## config.mk

```make
export PLATFORM = sky130hd
export DESIGN_NAME = timer_responder
export DESIGN_NICKNAME = d
export VERILOG_FILES = /design/src/rtl/timer_responder.sv
export SDC_FILE = /design/constraint.sdc
export NUM_CORES = 1
export LEC_CHECK = 0
export ABC_AREA = 1
export CORE_MARGIN = 2
export CORE_UTILIZATION = 33
export DETAILED_ROUTE_END_ITERATION = 10
export DONT_BUFFER_PORTS = 1
export GPL_TIMING_DRIVEN = 1
export PLACE_DENSITY = 0.46
export SLEW_MARGIN = 0
export SYNTH_ARGS = -nofsm -noshare
export SYNTH_HDL_FRONTEND = slang
export SYNTH_SLANG_ARGS = --single-unit
export TNS_END_PERCENT = 50
```

## constraint.sdc

```tcl
create_clock -name i_clk -period 3.9 [get_ports i_clk]
set_input_delay 0 -clock i_clk [delete_from_list [all_inputs] [get_ports i_clk]]
set_output_delay 0 -clock i_clk [all_outputs]
set_load 0.02 [all_outputs]
```

## src/rtl/timer_responder.sv

```systemverilog
// Memory-mapped machine timer: 64-bit mtime/mtimecmp behind a handshake
// responder with configurable wait states, and a registered interrupt output.
module timer_responder #(
    parameter int unsigned WAIT_STATES = 1,
    parameter int unsigned PRESCALE    = 1
) (
    input  logic        i_clk,
    input  logic        i_rst,
    input  logic        i_bus_en,
    input  logic        i_wr_en,
    input  logic [31:0] i_addr,
    input  logic [31:0] i_wr_data,
    input  logic [3:0]  i_byte_en,
    output logic        o_ack,
    output logic [31:0] o_rd_data,
    output logic        o_tip
);

    typedef enum logic [1:0] {IDLE, WAIT, ACK} state_t;

    localparam logic [3:0]  WAIT_LOAD = 4'(WAIT_STATES > 0 ? WAIT_STATES - 1 : 0);
    localparam logic [15:0] PRE_MAX   = 16'(PRESCALE - 1);

    state_t      state;
    logic [3:0]  wait_cnt;
    logic [15:0] pre_cnt;
    logic [63:0] mtime;
    logic [63:0] mtimecmp;
    logic [63:0] mtime_inc;
    logic [63:0] mtime_nxt;
    logic [63:0] mtimecmp_nxt;
    logic [31:0] wmask;
    logic [31:0] rd_sel;
    logic        tick;
    logic        go_ack;
    logic        do_wr;
    logic        unused_addr;

    assign unused_addr = ^{i_addr[31:4], i_addr[1:0]};

    always_comb begin
        tick   = (pre_cnt == PRE_MAX);
        go_ack = i_bus_en && (((state == IDLE) && (WAIT_STATES == 0)) ||
                              ((state == WAIT) && (wait_cnt == '0)));
        do_wr  = go_ack && i_wr_en;
        wmask  = '0;
        for (int unsigned i = 0; i < 4; i++) begin
            wmask[8*i +: 8] = {8{i_byte_en[i]}};
        end

        // Writes merge onto the already-incremented value so unwritten bytes keep counting
        mtime_inc    = mtime + 64'(tick);
        mtime_nxt    = mtime_inc;
        mtimecmp_nxt = mtimecmp;
        if (do_wr) begin
            case (i_addr[3:2])
                2'd0: mtime_nxt[31:0]     = (i_wr_data & wmask) | (mtime_inc[31:0]  & ~wmask);
                2'd1: mtime_nxt[63:32]    = (i_wr_data & wmask) | (mtime_inc[63:32] & ~wmask);
                2'd2: mtimecmp_nxt[31:0]  = (i_wr_data & wmask) | (mtimecmp[31:0]   & ~wmask);
                default: mtimecmp_nxt[63:32] = (i_wr_data & wmask) | (mtimecmp[63:32] & ~wmask);
            endcase
        end

        case (i_addr[3:2])
            2'd0:    rd_sel = mtime[31:0];
            2'd1:    rd_sel = mtime[63:32];
            2'd2:    rd_sel = mtimecmp[31:0];
            default: rd_sel = mtimecmp[63:32];
        endcase
    end

    always_ff @(posedge i_clk or negedge i_rst) begin
        if (!i_rst) begin
            state     <= IDLE;
            wait_cnt  <= '0;
            pre_cnt   <= '0;
            mtime     <= '0;
            mtimecmp  <= '1;
            o_ack     <= 1'b0;
            o_rd_data <= '0;
            o_tip     <= 1'b0;
        end else begin
            pre_cnt  <= tick ? '0 : pre_cnt + 16'd1;
            mtime    <= mtime_nxt;
            mtimecmp <= mtimecmp_nxt;
            o_tip    <= (mtime_nxt >= mtimecmp_nxt);
            o_ack    <= go_ack;
            if (go_ack && !i_wr_en) begin
                o_rd_data <= rd_sel;
            end

            case (state)
                IDLE: begin
                    if (i_bus_en) begin
                        if (WAIT_STATES == 0) begin
                            state <= ACK;
                        end else begin
                            state    <= WAIT;
                            wait_cnt <= WAIT_LOAD;
                        end
                    end
                end
                WAIT: begin
                    if (!i_bus_en) begin
                        state <= IDLE;
                    end else if (wait_cnt == '0) begin
                        state <= ACK;
                    end else begin
                        wait_cnt <= wait_cnt - 4'd1;
                    end
                end
                ACK:     state <= IDLE;
                default: state <= IDLE;
            endcase
        end
    end

endmodule
```

# == Word-level counts from Yosys, hierarchy flattened ==
# Cells that the tools add are included.
# totals
ff_bits,184
# classes
n_addsub,3
magnitude_cmp,1
n_eq_ne,7
mux,16
bitwise,10
n_reduce_logical,13
# ops
op,count
$and A32 B32 Y32,5
$mux W32,4
$mux W64,2
$or A32 B32 Y32,4
$pmux W32 S3,1
$add A64 B1 Y64,1
$ge A64 B64 Y1,1
$not A32 Y32,1
$add A16 B1 Y16 const B,1
$logic_not A16 Y1,1
$mux W16,1
$mux W4,3
$pmux W4 S2,1
$mux W2,3
$ne A2 B2 Y1 const B,3
$eq A2 B1 Y1 const B,2
$logic_and A1 B1 Y1,4
$logic_not A2 Y1,2
$logic_not A4 Y1,1
$pmux W2 S2,1
$reduce_and A4 Y1,1
$sub A4 B1 Y4 const B,1
$ne A3 B2 Y1 const B,1
$reduce_or A3 Y1,1
other kinds (4),4

# == Logic depth before layout (Yosys ltp) ==
# Gate-level depths: netlist of run 1.
# depth
depth_word,7
mapped_depth,28

# == Least setup slack after synthesis of run 1 ==
# No wires, ideal clock.
# synth_path
path_type,register -> register
from,register pre_cnt[0]
to,register o_tip
setup_time_ps,119
t_arrival_ps,3179
setup_slack_ps,602
stages_incl_launch_ff,27
n_path_buf,0
period_less_slack_ps,3298
cell_sequence,dfrtp_1 -> inv_1 -> ha_1 -> nand2_1 -> nor4_1 -> nand2_1 -> inv_1 -> ha_1 -> ha_1 -> nand2_1 -> nor2_2 -> nand2_1 -> nor2_1 -> nand2_1 -> xor2_1 -> o21ai_0 -> ha_1 -> nand2_1 -> nor2_1 -> inv_1 -> a21oi_1 -> nor2_1 -> nand2_1 -> nor2_1 -> nand2_1 -> nand2_1 -> nand2_1
# synth_via
elab_chain_len,7
word_cells_on_any_way,10
classes_between,add/sub: 1; order compare: 1; mux: 3; bitwise: 4; reduce/logical: 1
# synth_lines
item,line_no,rtl
"start, declared",26,logic [15:0] pre_cnt;
"start signal, assigned",83,pre_cnt <= tick ? '0 : pre_cnt + 16'd1;
$logic_not A16 Y1 *,42,tick = (pre_cnt == PRE_MAX);
$add A64 B1 Y64 *,52,mtime_inc = mtime + 64'(tick);
$and A32 B32 Y32,57,2'd0: mtime_nxt[31:0] = (i_wr_data & wmask) | (mtime_inc[31:0] & ~wmask);
$or A32 B32 Y32,57,
$mux W32,56,case (i_addr[3:2])
$mux W64 *,55,if (do_wr) begin
named net mtime_nxt[30],30,logic [63:0] mtime_nxt;
$ge A64 B64 Y1 *,86,o_tip <= (mtime_nxt >= mtimecmp_nxt);
"end signal, assigned",86,
"end, declared",16,output logic o_tip
# Mark *: on every way through the listed nets, which the timed path passes. The rest lies on a longest branch.
# A chain may end at the register's enable or synchronous reset.

# == Worst setup path in the final report of run 1 ==
# layout_path
from,register pre_cnt[0]
to,register o_tip
# layout_via
elab_chain_len,7
word_cells_on_any_way,10
classes_between,add/sub: 1; order compare: 1; mux: 3; bitwise: 4; reduce/logical: 1
# layout_lines
item,line_no,rtl
$logic_not A16 Y1 *,42,
$add A64 B1 Y64 *,52,
$and A32 B32 Y32,58,2'd1: mtime_nxt[63:32] = (i_wr_data & wmask) | (mtime_inc[63:32] & ~wmask);
$or A32 B32 Y32,58,
$mux W32,56,
$mux W64 *,55,
named net mtime_nxt[40],30,
$ge A64 B64 Y1 *,86,
# Marked as above.

==> PnR_summary.wiki, run 1 <==
{| class="wikitable"
! Metric !! Value
|-
| Total Wirelength || between 40,000 and 50,000 µm
|-
| CTS tree || done
|-
| Length of the first detailed-routing pass in iterations || 6
|-
| Bufs on Longest Clock Path || 2
|-
| Post-synth net total || 1,738
|-
| Worst relative slew slack || between 30% and 40%
|-
| Global-route wire length before repair || 66,200 µm
|-
| Type of origin of the critical path || flip-flop
|-
| Max rail drop VDD || approximately 0.00034 V
|-
| Boundary Pins || roughly 110
|-
| Total track usage || between 20% and 30%
|-
| Tightest Hold Check Type || input port to async pin
|-
| Post-route design area || roughly 14,000 µm²
|-
| Non-filler cells in the finished layout || approximately 2,200
|-
| Share of the core filled with cells in the final layout || between 30% and 40%
|-
| Minimum hold slack || -0.767 ns
|-
| Final slew viol count || 0
|-
| Layout Nets || 1,830
|-
| CP top delay family || simple AND/OR/NAND/NOR gates
|-
| Shortest clock period the worst path allows after layout || between 3 and 4 ns
|-
| Final setup violation count || 0
|-
| Count of flip-flops with a built-in enable after synthesis || 0
|-
| Result of the run || complete, but fails checks
|-
| Placeable core region || ~35,000 µm²
|-
| DRT antenna net count || 0
|-
| Critical Path Slowest Stage Cell || dfrtp_1
|-
| Worst skew pair latency || roughly 0.46 ns
|-
| Syn-to-layout area delta || 17.0%
|-
| Number of fill cells || between 3,000 and 4,000
|-
| Max Freq || around 270 MHz
|-
| Worst Skew || 0.0116 ns
|-
| Syn_area_per_cell || approximately 7.4 µm²
|-
| PwrDens || roughly 600 nW/µm²
|-
| Commonest register cell after synthesis || dfrtp_1
|-
| Mean number of vias per cell || about 5
|-
| Number of I/O port buffers || 0
|-
| Starting DRC count in detailed routing || roughly 860
|-
| Die W || just under 200 µm
|-
| H-tree Lvls || 4
|-
| Cell area after synthesis || around 12,000 µm²
|-
| Global placement routability congestion || 0.951
|-
| Routed vias || around 11,000
|-
| Full die area || 37,500 µm²
|-
| Failing checks || negative hold slack
|-
| Number of placement rows || between 60 and 70
|-
| Post-Place Cells || approximately 2,100
|-
| Count of hold-fix buffers inserted at cts || 45
|-
| Starting density of the core || 33.5%
|-
| Antenna violations before repair || 1
|-
| Critical path's most frequent cell || nand2_1
|-
| Fin worst setup slack || around 0.26 ns
|-
| Synth top area share || between 20% and 30%
|-
| Total CTS buffers || 17
|-
| Register bit count reported by yosys || about 180
|-
| Buffer type at the clock tree root || clkbuf_16
|-
| Sequential share of the synthesized area || just under 40%
|-
| Per-cell routed wire length || 20.0 µm
|-
| Tcrit/Tclk final || 93.5%
|-
| Setup Slack @ Placement || -0.00473 ns
|-
| Cell taking the most area after synthesis || dfrtp_1
|-
| CTS sink count || roughly 180
|-
| Proportion of synthesized flip-flops having asynchronous set or reset || 100%
|-
| Delay of the slowest critical-path stage || around 0.38 ns
|-
| HPWL after DPL || 33,200 µm
|-
| Worst Max-Slew Pin Slew || 0.936 ns
|-
| Number of DRC violations after detailed routing || 0
|-
| Required @ worst endpoint || 4.25 ns
|-
| Data arrival time of the critical path || 3.99 ns
|-
| Leakage || 6.60 nW
|-
| Number of warnings printed during yosys synthesis || 0
|-
| Number of endpoints with negative hold slack in the final report || about 180
|-
| Endpoint kind of the worst setup timing path || flip-flop
|-
| Maximum number of pins on one net before global-route repair || ~190
|-
| Overall power after layout || 8.34 mW
|-
| Share of layout cells above drive strength 1 || around 17%
|-
| Cell Area, Placed || ~13,000 µm²
|-
| Via count of the first global-routing pass || ~11,000
|-
| Setup TNS || 0 ns
|-
| Diodes inserted || 0
|-
| Die outline height || between 150 and 200 µm
|-
| WS Path Type || flip-flop to flip-flop
|-
| Max Cap Viol || 0
|-
| Global route total overflow || 0
|-
| Post-synth top cells || nand2_1, inv_1, nor2_1
|-
| Clock-pin transition on the worst setup and hold timing paths || ~0.080 ns
|-
| Number of buffers and inverters on the critical path || 4
|-
| Netlist cell types || 42
|-
| Most frequent cell after synthesis || nand2_1
|-
| Leading post-synthesis cells by cell area || dfrtp_1, nand2_1, dfstp_2
|-
| Highest fanout seen on the critical path || 5
|-
| Post-Syn Instances || around 1,600
|}
## where the power goes
group	switching, mW	internal (mW)	total, mW
Combinational	1.90	1.19	3.09
Clock	0.864	0.870	1.73
Sequential	0.809	2.70	3.51
## routing by layer
metal / vias to the layer above / part of all wire [%] / track usage, % / wire length [µm]
li1: 5355 / - / - / -
met5: - / 0.028 / 0 / 12
met4: 2 / 0.97 / 4.55 / 421
met1: 5208 / 48 / 33.0 / 20700
met2: 289 / 46 / 37.2 / 19700
met3: 23 / 5.8 / 4.63 / 2500
## final timing paths
check	from	slack, ns	cells after the start	to
setup / recovery	pre_cnt[0]$_DFF_PN0_	0.26	25	o_tip$_DFF_PN0_
hold / removal	i_rst	-0.77	0	pre_cnt[6]$_DFF_PN0_
setup reg to reg	pre_cnt[0]$_DFF_PN0_	0.26	25	o_tip$_DFF_PN0_
hold reg to reg	pre_cnt[13]$_DFF_PN0_	0.47	1	pre_cnt[13]$_DFF_PN0_
max in group asynchronous	i_rst	4.18	0	mtimecmp[14]$_DFF_PN1_
min in group i_clk	i_byte_en[3]	0.01	2	mtime[56]$_DFF_PN0_
## layout make-up
type,count,area (µm²),area share [%]
multi-input combinational,1153,6320,45.4
sequential,184,4680,33.7
clock buffer,19,453,3.26
tap,461,577,4.15
timing repair buffer,105,911,6.55
inverter,227,857,6.16
clock inverter,13,108,0.774
## state kept, by name, indices dropped and copies added (netlist names)
register	flops
mtime	64
mtimecmp	64
o_rd_data	32
pre_cnt	16
wait_cnt	4
state	2
o_ack	1
o_tip	1
## kinds of logic (layout without fill, tap and decap cells)
family                     count (synthesis)  in the layout  synth area share [%]
xor gates and xnor gates                  47             47                  3.46
DFF                                      184            184                  39.4
adders and majority gates                 70             70                  7.37
AOI/OAI and AO/OA                        277            277                  14.2
and+or+nand+nor                          759            759                  27.0
buffers and inverters                    259            364                  8.59
## repair_timing
action	CTS	global route
endpoints found under the setup margin	1	1
pin swaps	0	6
hold endpoints to repair	351	184
gates resized for setup	10	32
setup buffers	0	3
## placed cells by master (no fill, tap or decap), types with 22 or more instances in the layout
| cell | instances |
|---|---|
| o21ai_0 | 121 |
| inv_2 | 36 |
| xor2_1 | 29 |
| dlygate4sd3_1 | 44 |
| o211ai_1 | 23 |
| inv_1 | 189 |
| a21oi_1 | 44 |
| nor2_1 | 153 |
| nand2_1 | 446 |
| buf_4 | 60 |
| dfstp_2 | 64 |
| nand4_1 | 22 |
| o21ai_2 | 32 |
| dfrtp_1 | 120 |
| ha_1 | 69 |
| nand3_1 | 64 |
Power figures use the tool's default switching activity.
==> run 2, diff against run 1 <==
--- a/config.mk
+++ b/config.mk
@@ -7,5 +7,4 @@
 export LEC_CHECK = 0
 export ABC_AREA = 1
-export CORE_MARGIN = 2
 export CORE_UTILIZATION = 33
 export DETAILED_ROUTE_END_ITERATION = 10
==> constraint.sdc (replaced) <==
create_clock -name i_clk -period 3.9 [get_ports i_clk]
set_input_delay 0.975 -clock i_clk [delete_from_list [all_inputs] [get_ports i_clk]]
set_output_delay 0.975 -clock i_clk [all_outputs]
set_load 0.02 [all_outputs]
==> PnR_summary.wiki, run 2 (synthesis gave the netlist of run 1 again) <==
{| class="wikitable"
! Metric !! Value
|-
| Result of the run || finished, final reports clean
|-
| Mean number of vias per cell || 5.00 (-0.63%)
|-
| Antenna violations before repair || 1 (unchanged)
|-
| Routed vias || 10,700 (-1.3%)
|-
| Syn-to-layout area delta || 15.4%
|-
| Tcrit/Tclk final || 91.0% (-2.5 points)
|-
| Starting density of the core || 33.5% (unchanged)
|-
| Global route total overflow || 0 (unchanged)
|-
| Top Registers || mtime x64, mtimecmp x64, o_rd_data x32
|-
| Number of DRC violations after detailed routing || 0 (unchanged)
|-
| Bufs on Longest Clock Path || 2 (unchanged)
|-
| Max rail drop VDD || 0.000325 V (-4.4%)
|-
| Layout Nets || 1,815 (-0.82%)
|-
| Global-route wire length before repair || 65,800 µm (-0.59%)
|-
| Buffer type at the clock tree root || clkbuf_16
|-
| Die W || 192 µm (-1.0%)
|-
| Die outline height || 192 µm (-1.0%)
|-
| Highest fanout seen on the critical path || 4 (-1)
|-
| P_sw || 3.52 mW (-1.4%)
|-
| Starting DRC count in detailed routing || 622 (-28%)
|-
| Minimum hold slack || 0.204 ns (+0.971 ns)
|-
| Worst skew pair latency || 0.46 ns (about the same)
|-
| Switching Fraction || 42.2% (-0.66 points)
|-
| Tightest Hold Check Type || input port to async pin
|-
| Full die area || 36,800 µm² (-2.1%)
|-
| Clock share of power || 21.3% (+0.5 points)
|-
| Worst flop-to-flop path startpoint || pre_cnt[4]$_DFF_PN0_
|-
| Worst reg2reg setup slack || 0.35 ns (+0.10 ns)
|-
| Global placement routability congestion || 0.950 (-0.13%)
|-
| HPWL after DPL || 33,800 µm (+1.8%)
|-
| Post-route design area || 13,700 µm² (-1.4%)
|-
| Total Wirelength || 42,900 µm (-0.86%)
|-
| Type of origin of the critical path || flip-flop
|-
| Count of hold-fix buffers inserted at cts || 0 (-100%)
|-
| Total track usage || 24.4% (+1.0 points)
|-
| Cell Area, Placed || 13,000 µm² (+2.0%)
|-
| Max Freq || 282 MHz (+2.7%)
|-
| Endpoint kind of the worst setup timing path || flip-flop
|-
| PwrDens || 609 nW/µm² (+1.5%)
|-
| Worst relative slew slack || 59.1% (+22 points)
|-
| Required @ worst endpoint || 4.25 ns (about the same)
|-
| Number of placement rows || 69 (unchanged)
|-
| Boundary Pins || 106 (unchanged)
|-
| Worst Max-Slew Pin Slew || 0.611 ns (-0.325 ns)
|-
| DRT antenna net count || 0 (unchanged)
|-
| Data arrival time of the critical path || 3.90 ns (-0.09 ns)
|-
| Shortest clock period the worst path allows after layout || 3.55 ns (-0.0965 ns)
|-
| Overall power after layout || 8.35 mW (+0.13%)
|-
| Placeable core region || 35,500 µm² (unchanged)
|-
| H-tree Lvls || 4 (unchanged)
|-
| Final setup violation count || 0 (unchanged)
|-
| Length of the first detailed-routing pass in iterations || 7 (+1)
|-
| Gate power share || 36.6% (-0.5 points)
|-
| Number of fill cells || 3,750 (-0.35%)
|-
| Leakage || 6.54 nW (-0.96%)
|-
| Design internal power || 4.82 mW (+1.3%)
|-
| Buffer count from post-CTS setup fixing || 0 (unchanged)
|-
| Number of endpoints with negative hold slack in the final report || 0 (-100%)
|-
| R2R Path End || o_tip$_DFF_PN0_
|-
| Diodes inserted || 0 (unchanged)
|-
| Clock-pin transition on the worst setup and hold timing paths || 0.07 ns (about the same)
|-
| WS Path Type || flip-flop to flip-flop
|-
| Per-cell routed wire length || 20.0 µm (-0.17%)
|-
| Share of layout cells above drive strength 1 || 18.9% (+2.2 points)
|-
| Most common cell after layout, fill and taps aside || nand2_1
|-
| Number of I/O port buffers || 0 (unchanged)
|-
| Worst Skew || 0.0125 ns (+0.000950 ns)
|-
| Maximum number of pins on one net before global-route repair || 185 (unchanged)
|-
| Final slew viol count || 0 (unchanged)
|-
| Commonest non-fill, non-tap cells in the layout || nand2_1, inv_1, nor2_1, dfrtp_1, o21ai_0
|-
| Total CTS buffers || 17 (unchanged)
|-
| CTS tree || done
|-
| CTS sink count || 184 (unchanged)
|-
| Power share of the sequential group || 42.1% (about the same)
|-
| Via count of the first global-routing pass || 10,800 (+0.83%)
|-
| Worst reg-to-reg path cell count || 26 (+4.0%)
|-
| Share of the core filled with cells in the final layout || 38.7% (-0.55 points)
|-
| Max Cap Viol || 0 (unchanged)
|}
==> run 2: changes by cell type in the layout (fill, tap and decap cells not counted), sizes merged <==
cell         previous run  this run
dlygate4sd3            44         0
bufinv                  0         1
clkinv                  5         3
inv                   235       232
clkbuf                 19        22
clkinvlp                0         1
buf                    61        90
==> run 2: final cells by class <==
type / instances / area (µm²) / share of cell area [%]
multi-input cells: 1153 / 6330 / 46.2
flip-flops and latches: 184 / 4680 / 34.2
inverters: 227 / 857 / 6.25
repair buffers: 90 / 692 / 5.04
well taps: 461 / 577 / 4.21
clock buffers: 22 / 464 / 3.38
clock inverters: 10 / 110 / 0.803
==> run 2: through the flow <==
| step | TNS (ns) | cells | setup slack (ns) |
|---|---|---|---|
| finish | 0 | 2147 | 0.352 |
| global route | -0.0120 | 2147 | -0.0120 |
| CTS | 0 | 2147 | 0.0279 |
| detailed placement | -0.162 | 2115 | -0.162 |
| global placement | -0.223 | 2115 | -0.223 |
| floorplan | 0 | 1596 | 0.602 |
==> run 2: worst max-delay path by stage <==
stage / cells after the start / from / slack (ns) / endpoint
6_report: 26 / pre_cnt[4]$_DFF_PN0_ / 0.35 / o_tip$_DFF_PN0_
5_1_grt: 26 / pre_cnt[4]$_DFF_PN0_ / -0.01 / o_tip$_DFF_PN0_
4_1_cts: 27 / pre_cnt[0]$_DFF_PN0_ / 0.03 / o_tip$_DFF_PN0_
3_5_place_dp: 25 / pre_cnt[0]$_DFF_PN0_ / -0.16 / o_tip$_DFF_PN0_
3_3_place_gp: 25 / pre_cnt[0]$_DFF_PN0_ / -0.22 / o_tip$_DFF_PN0_
2_1_floorplan: 26 / pre_cnt[0]$_DFF_PN0_ / 0.60 / o_tip$_DFF_PN0_
==> run 2: routing by layer <==
layer	part of all wire, %	track usage [%]	routed length, µm	up-vias
li1	-	-	-	5316
met1	48	34.1	20800	5119
met2	43	37.2	18600	261
met3	5.9	5.44	2540	36
met4	2.3	7.51	986	2
met5	0.026	0	11	-
==> run 2: repair_timing <==
| item | 4_1_cts | 5_1_grt |
|---|---|---|
| gates resized for setup | 14 | 38 |
| pin swaps | 0 | 11 |
| cloned | 0 | 0 |
| endpoints found under the setup margin | 1 | 1 |
==> run 2: power by group through the flow <==
stage / clock network (mW) / logic, mW / registers (mW)
floorplan: 0 / 2.17 / 3.31
global placement: 0 / 2.95 / 3.55
detailed placement: 0 / 2.99 / 3.55
CTS: 1.83 / 3.02 / 3.52
global route: 1.89 / 3.53 / 3.61
finish: 1.77 / 3.06 / 3.51
==> run 2: critical path, stage by stage, from the launching register on <==
cell and delay, ns:
dfrtp_1 0.38, inv_1 0.07, nand4_1 0.12, nor4_2 0.22, nand2_1 0.11, inv_2 0.09, ha_4 0.15, nand3_1 0.10
buf_4 0.17, nor2_2 0.19, nand3_1 0.19, nor2_2 0.24, xnor2_1 0.17, a21oi_1 0.11, ha_1 0.32, nand2_1 0.07
nand2_1 0.05, nand2_1 0.05, nand2_1 0.08, nand2_1 0.07, nand2_1 0.11, nand2_1 0.08, nand2_1 0.04, nor2_1 0.09
nand2_1 0.06, nand2_1 0.05, nand2_1 0.05
==> run 3, diff against run 2 <==
CORE_MARGIN = 2   (was unset)
==> PnR_summary.wiki, run 3 (synthesis gave the netlist of run 1 again) <==
{| class="wikitable"
! Metric !! Value
|-
| Result of the run || finished, final reports clean
|-
| Via count of the first global-routing pass || 10,900 (+1.4%)
|-
| Worst skew pair latency || 0.47 ns (about the same)
|-
| Length of the first detailed-routing pass in iterations || 5 (-2)
|-
| Critical path's most frequent cell || nand2_1
|-
| Worst Max-Slew Pin Slew || 0.776 ns (+0.164 ns)
|-
| Layout Nets || 1,810 (-0.28%)
|-
| Fin worst setup slack || 0.320 ns (-0.0314 ns)
|-
| Bufs on Longest Clock Path || 2 (unchanged)
|-
| CTS tree || done
|-
| Final setup violation count || 0 (unchanged)
|-
| Total CTS buffers || 17 (unchanged)
|-
| Total track usage || 23.5% (-0.93 points)
|-
| Critical Path Slowest Stage Cell || dfrtp_1
|-
| Max Cap Viol || 0 (unchanged)
|-
| Starting DRC count in detailed routing || 562 (-9.6%)
|-
| Worst Skew || 0.0136 ns (+0.00105 ns)
|-
| Most common cell after layout, fill and taps aside || nand2_1
|-
| HPWL after DPL || 33,900 µm (+0.40%)
|-
| Shortest clock period the worst path allows after layout || 3.58 ns (+0.0314 ns)
|-
| H-tree Lvls || 4 (unchanged)
|-
| Number of placement rows || 69 (unchanged)
|-
| Full die area || 37,500 µm² (+2.1%)
|-
| Type of origin of the critical path || flip-flop
|-
| Per-cell routed wire length || 20.1 µm (+0.39%)
|-
| Boundary Pins || 106 (unchanged)
|-
| Setup TNS || 0 ns (unchanged)
|-
| Placeable core region || 35,500 µm² (unchanged)
|-
| Post-route design area || 13,700 µm² (about the same)
|-
| Die outline height || 194 µm (+1.0%)
|-
| Setup Slack @ Placement || -0.202 ns (-0.0394 ns)
|-
| Buffer type at the clock tree root || clkbuf_16
|-
| Max Freq || 279 MHz (-0.88%)
|-
| Max rail drop VDD || 0.000368 V (+13%)
|-
| WS Path Type || flip-flop to flip-flop
|-
| Share of layout cells above drive strength 1 || 18.7% (-0.18 points)
|-
| Setup repair after global routing missed its margin || false
|-
| Delay of the slowest critical-path stage || 0.38 ns (about the same)
|-
| Mean number of vias per cell || 5.05 (+1.0%)
|-
| Required @ worst endpoint || 4.26 ns (about the same)
|-
| Top Registers || mtime x64, mtimecmp x64, o_rd_data x32
|-
| Routed vias || 10,800 (+0.77%)
|-
| Gate power share || 36.6% (about the same)
|-
| Commonest non-fill, non-tap cells in the layout || nand2_1, inv_1, nor2_1, dfrtp_1, o21ai_0
|-
| Starting density of the core || 33.5% (unchanged)
|-
| Data arrival time of the critical path || 3.94 ns (+0.04 ns)
|-
| Total Wirelength || 43,000 µm (+0.15%)
|-
| Endpoint kind of the worst setup timing path || flip-flop
|-
| Switching Fraction || 42.1% (-0.12 points)
|-
| Global route total overflow || 0 (unchanged)
|-
| Highest fanout seen on the critical path || 3 (-1)
|-
| Design internal power || 4.88 mW (+1.1%)
|-
| Die W || 194 µm (+1.0%)
|-
| Final slew viol count || 0 (unchanged)
|-
| DRT antenna net count || 0 (unchanged)
|-
| Global placement routability congestion || 0.939 (-1.2%)
|-
| Maximum number of pins on one net before global-route repair || 185 (unchanged)
|-
| Syn-to-layout area delta || 15.4% (about the same)
|-
| Power share of the sequential group || 41.8% (-0.3 points)
|-
| Clock-pin transition on the worst setup and hold timing paths || 0.07 ns (about the same)
|-
| P_sw || 3.55 mW (+0.63%)
|-
| Worst relative slew slack || 48.1% (-11 points)
|-
| Count of hold-fix buffers inserted at cts || 0 (unchanged)
|-
| Leakage || 6.54 nW (about the same)
|-
| Tightest Hold Check Type || input port to async pin
|-
| Diodes inserted || 0 (unchanged)
|-
| Number of endpoints with negative hold slack in the final report || 0 (unchanged)
|-
| Cell Area, Placed || 12,900 µm² (-0.50%)
|-
| Number of I/O port buffers || 0 (unchanged)
|-
| CTS sink count || 184 (unchanged)
|-
| Clock share of power || 21.6% (+0.3 points)
|-
| Number of DRC violations after detailed routing || 0 (unchanged)
|-
| Global-route wire length before repair || 66,500 µm (+1.2%)
|-
| Antenna violations before repair || 0 (-1)
|-
| Tcrit/Tclk final || 91.8% (+0.81 points)
|-
| PwrDens || 614 nW/µm² (+0.96%)
|}
==> run 3: metrics by stage <==
step	power [mW]	utilization [%]	hold WS, ns	std cells
after floorplan	5.49	-	0.442	1596
after global placement	6.49	36.4	0.461	2108
after detailed placement	6.53	36.4	0.466	2108
after CTS	8.43	38.2	0.182	2140
after global routing	9.14	38.6	0.176	2142
final	8.42	38.6	0.210	2142
==> run 3: critical path: cells and delay by family, from the launching register on <==
family,cells,cell delay (ns)
XOR/XNOR,1,0.15
adder cells (fa/ha/maj),3,0.64
AND/OR/NAND/NOR,19,1.88
AO/OA/AOI/OAI,1,0.11
flip-flops,1,0.38
buffers and inverters,3,0.33
==> run 3: path summary, 6_finish.rpt <==
kind / from / end / slack, ns / cells past startpoint
max in group asynchronous: i_rst / mtimecmp[20]$_DFF_PN1_ / 3.28 / 0
worst max register to register: pre_cnt[0]$_DFF_PN0_ / o_tip$_DFF_PN0_ / 0.32 / 27
worst min register to register: pre_cnt[13]$_DFF_PN0_ / pre_cnt[13]$_DFF_PN0_ / 0.47 / 1
worst max-delay path: pre_cnt[0]$_DFF_PN0_ / o_tip$_DFF_PN0_ / 0.32 / 27
worst min-delay path: i_rst / pre_cnt[8]$_DFF_PN0_ / 0.21 / 0
min in group i_clk: pre_cnt[13]$_DFF_PN0_ / pre_cnt[13]$_DFF_PN0_ / 0.47 / 1
==> run 3: area by class of cell <==
class                      instances  area [µm²]
clock buffer                      20         457
timing repair buffer              85         638
multi-input combinational       1153        6350
inverter                         227         857
sequential                       184        4680
fill                            3830       21800
tap                              461         577
clock inverter                    12         143
==> run 3: what timing repair did <==
action,4_1_cts,5_1_grt
endpoints found under the setup margin,1,1
buffers inserted,0,2
pin swaps,1,7
gates resized for setup,7,48
==> run 3: power by group through the flow <==
| stage | Clock (mW) | Sequential [mW] | Combinational, mW |
|---|---|---|---|
| floorplan | 0 | 3.31 | 2.17 |
| global placement | 0 | 3.54 | 2.95 |
| global route | 1.95 | 3.62 | 3.57 |
| detailed placement | 0 | 3.55 | 2.98 |
| CTS | 1.89 | 3.52 | 3.02 |
| finish | 1.82 | 3.52 | 3.08 |
==> run 3: per-layer routing <==
| layer | vias to the layer above | share of wire [%] | routed length [µm] | track usage [%] |
|---|---|---|---|---|
| li1 | 5310 | - | - | - |
| met1 | 5233 | 48 | 20700 | 32.7 |
| met2 | 237 | 44 | 19100 | 37.0 |
| met3 | 37 | 5.9 | 2520 | 5.29 |
| met4 | 0 | 1.5 | 665 | 5.57 |
| met5 | - | 0 | 0 | 0 |
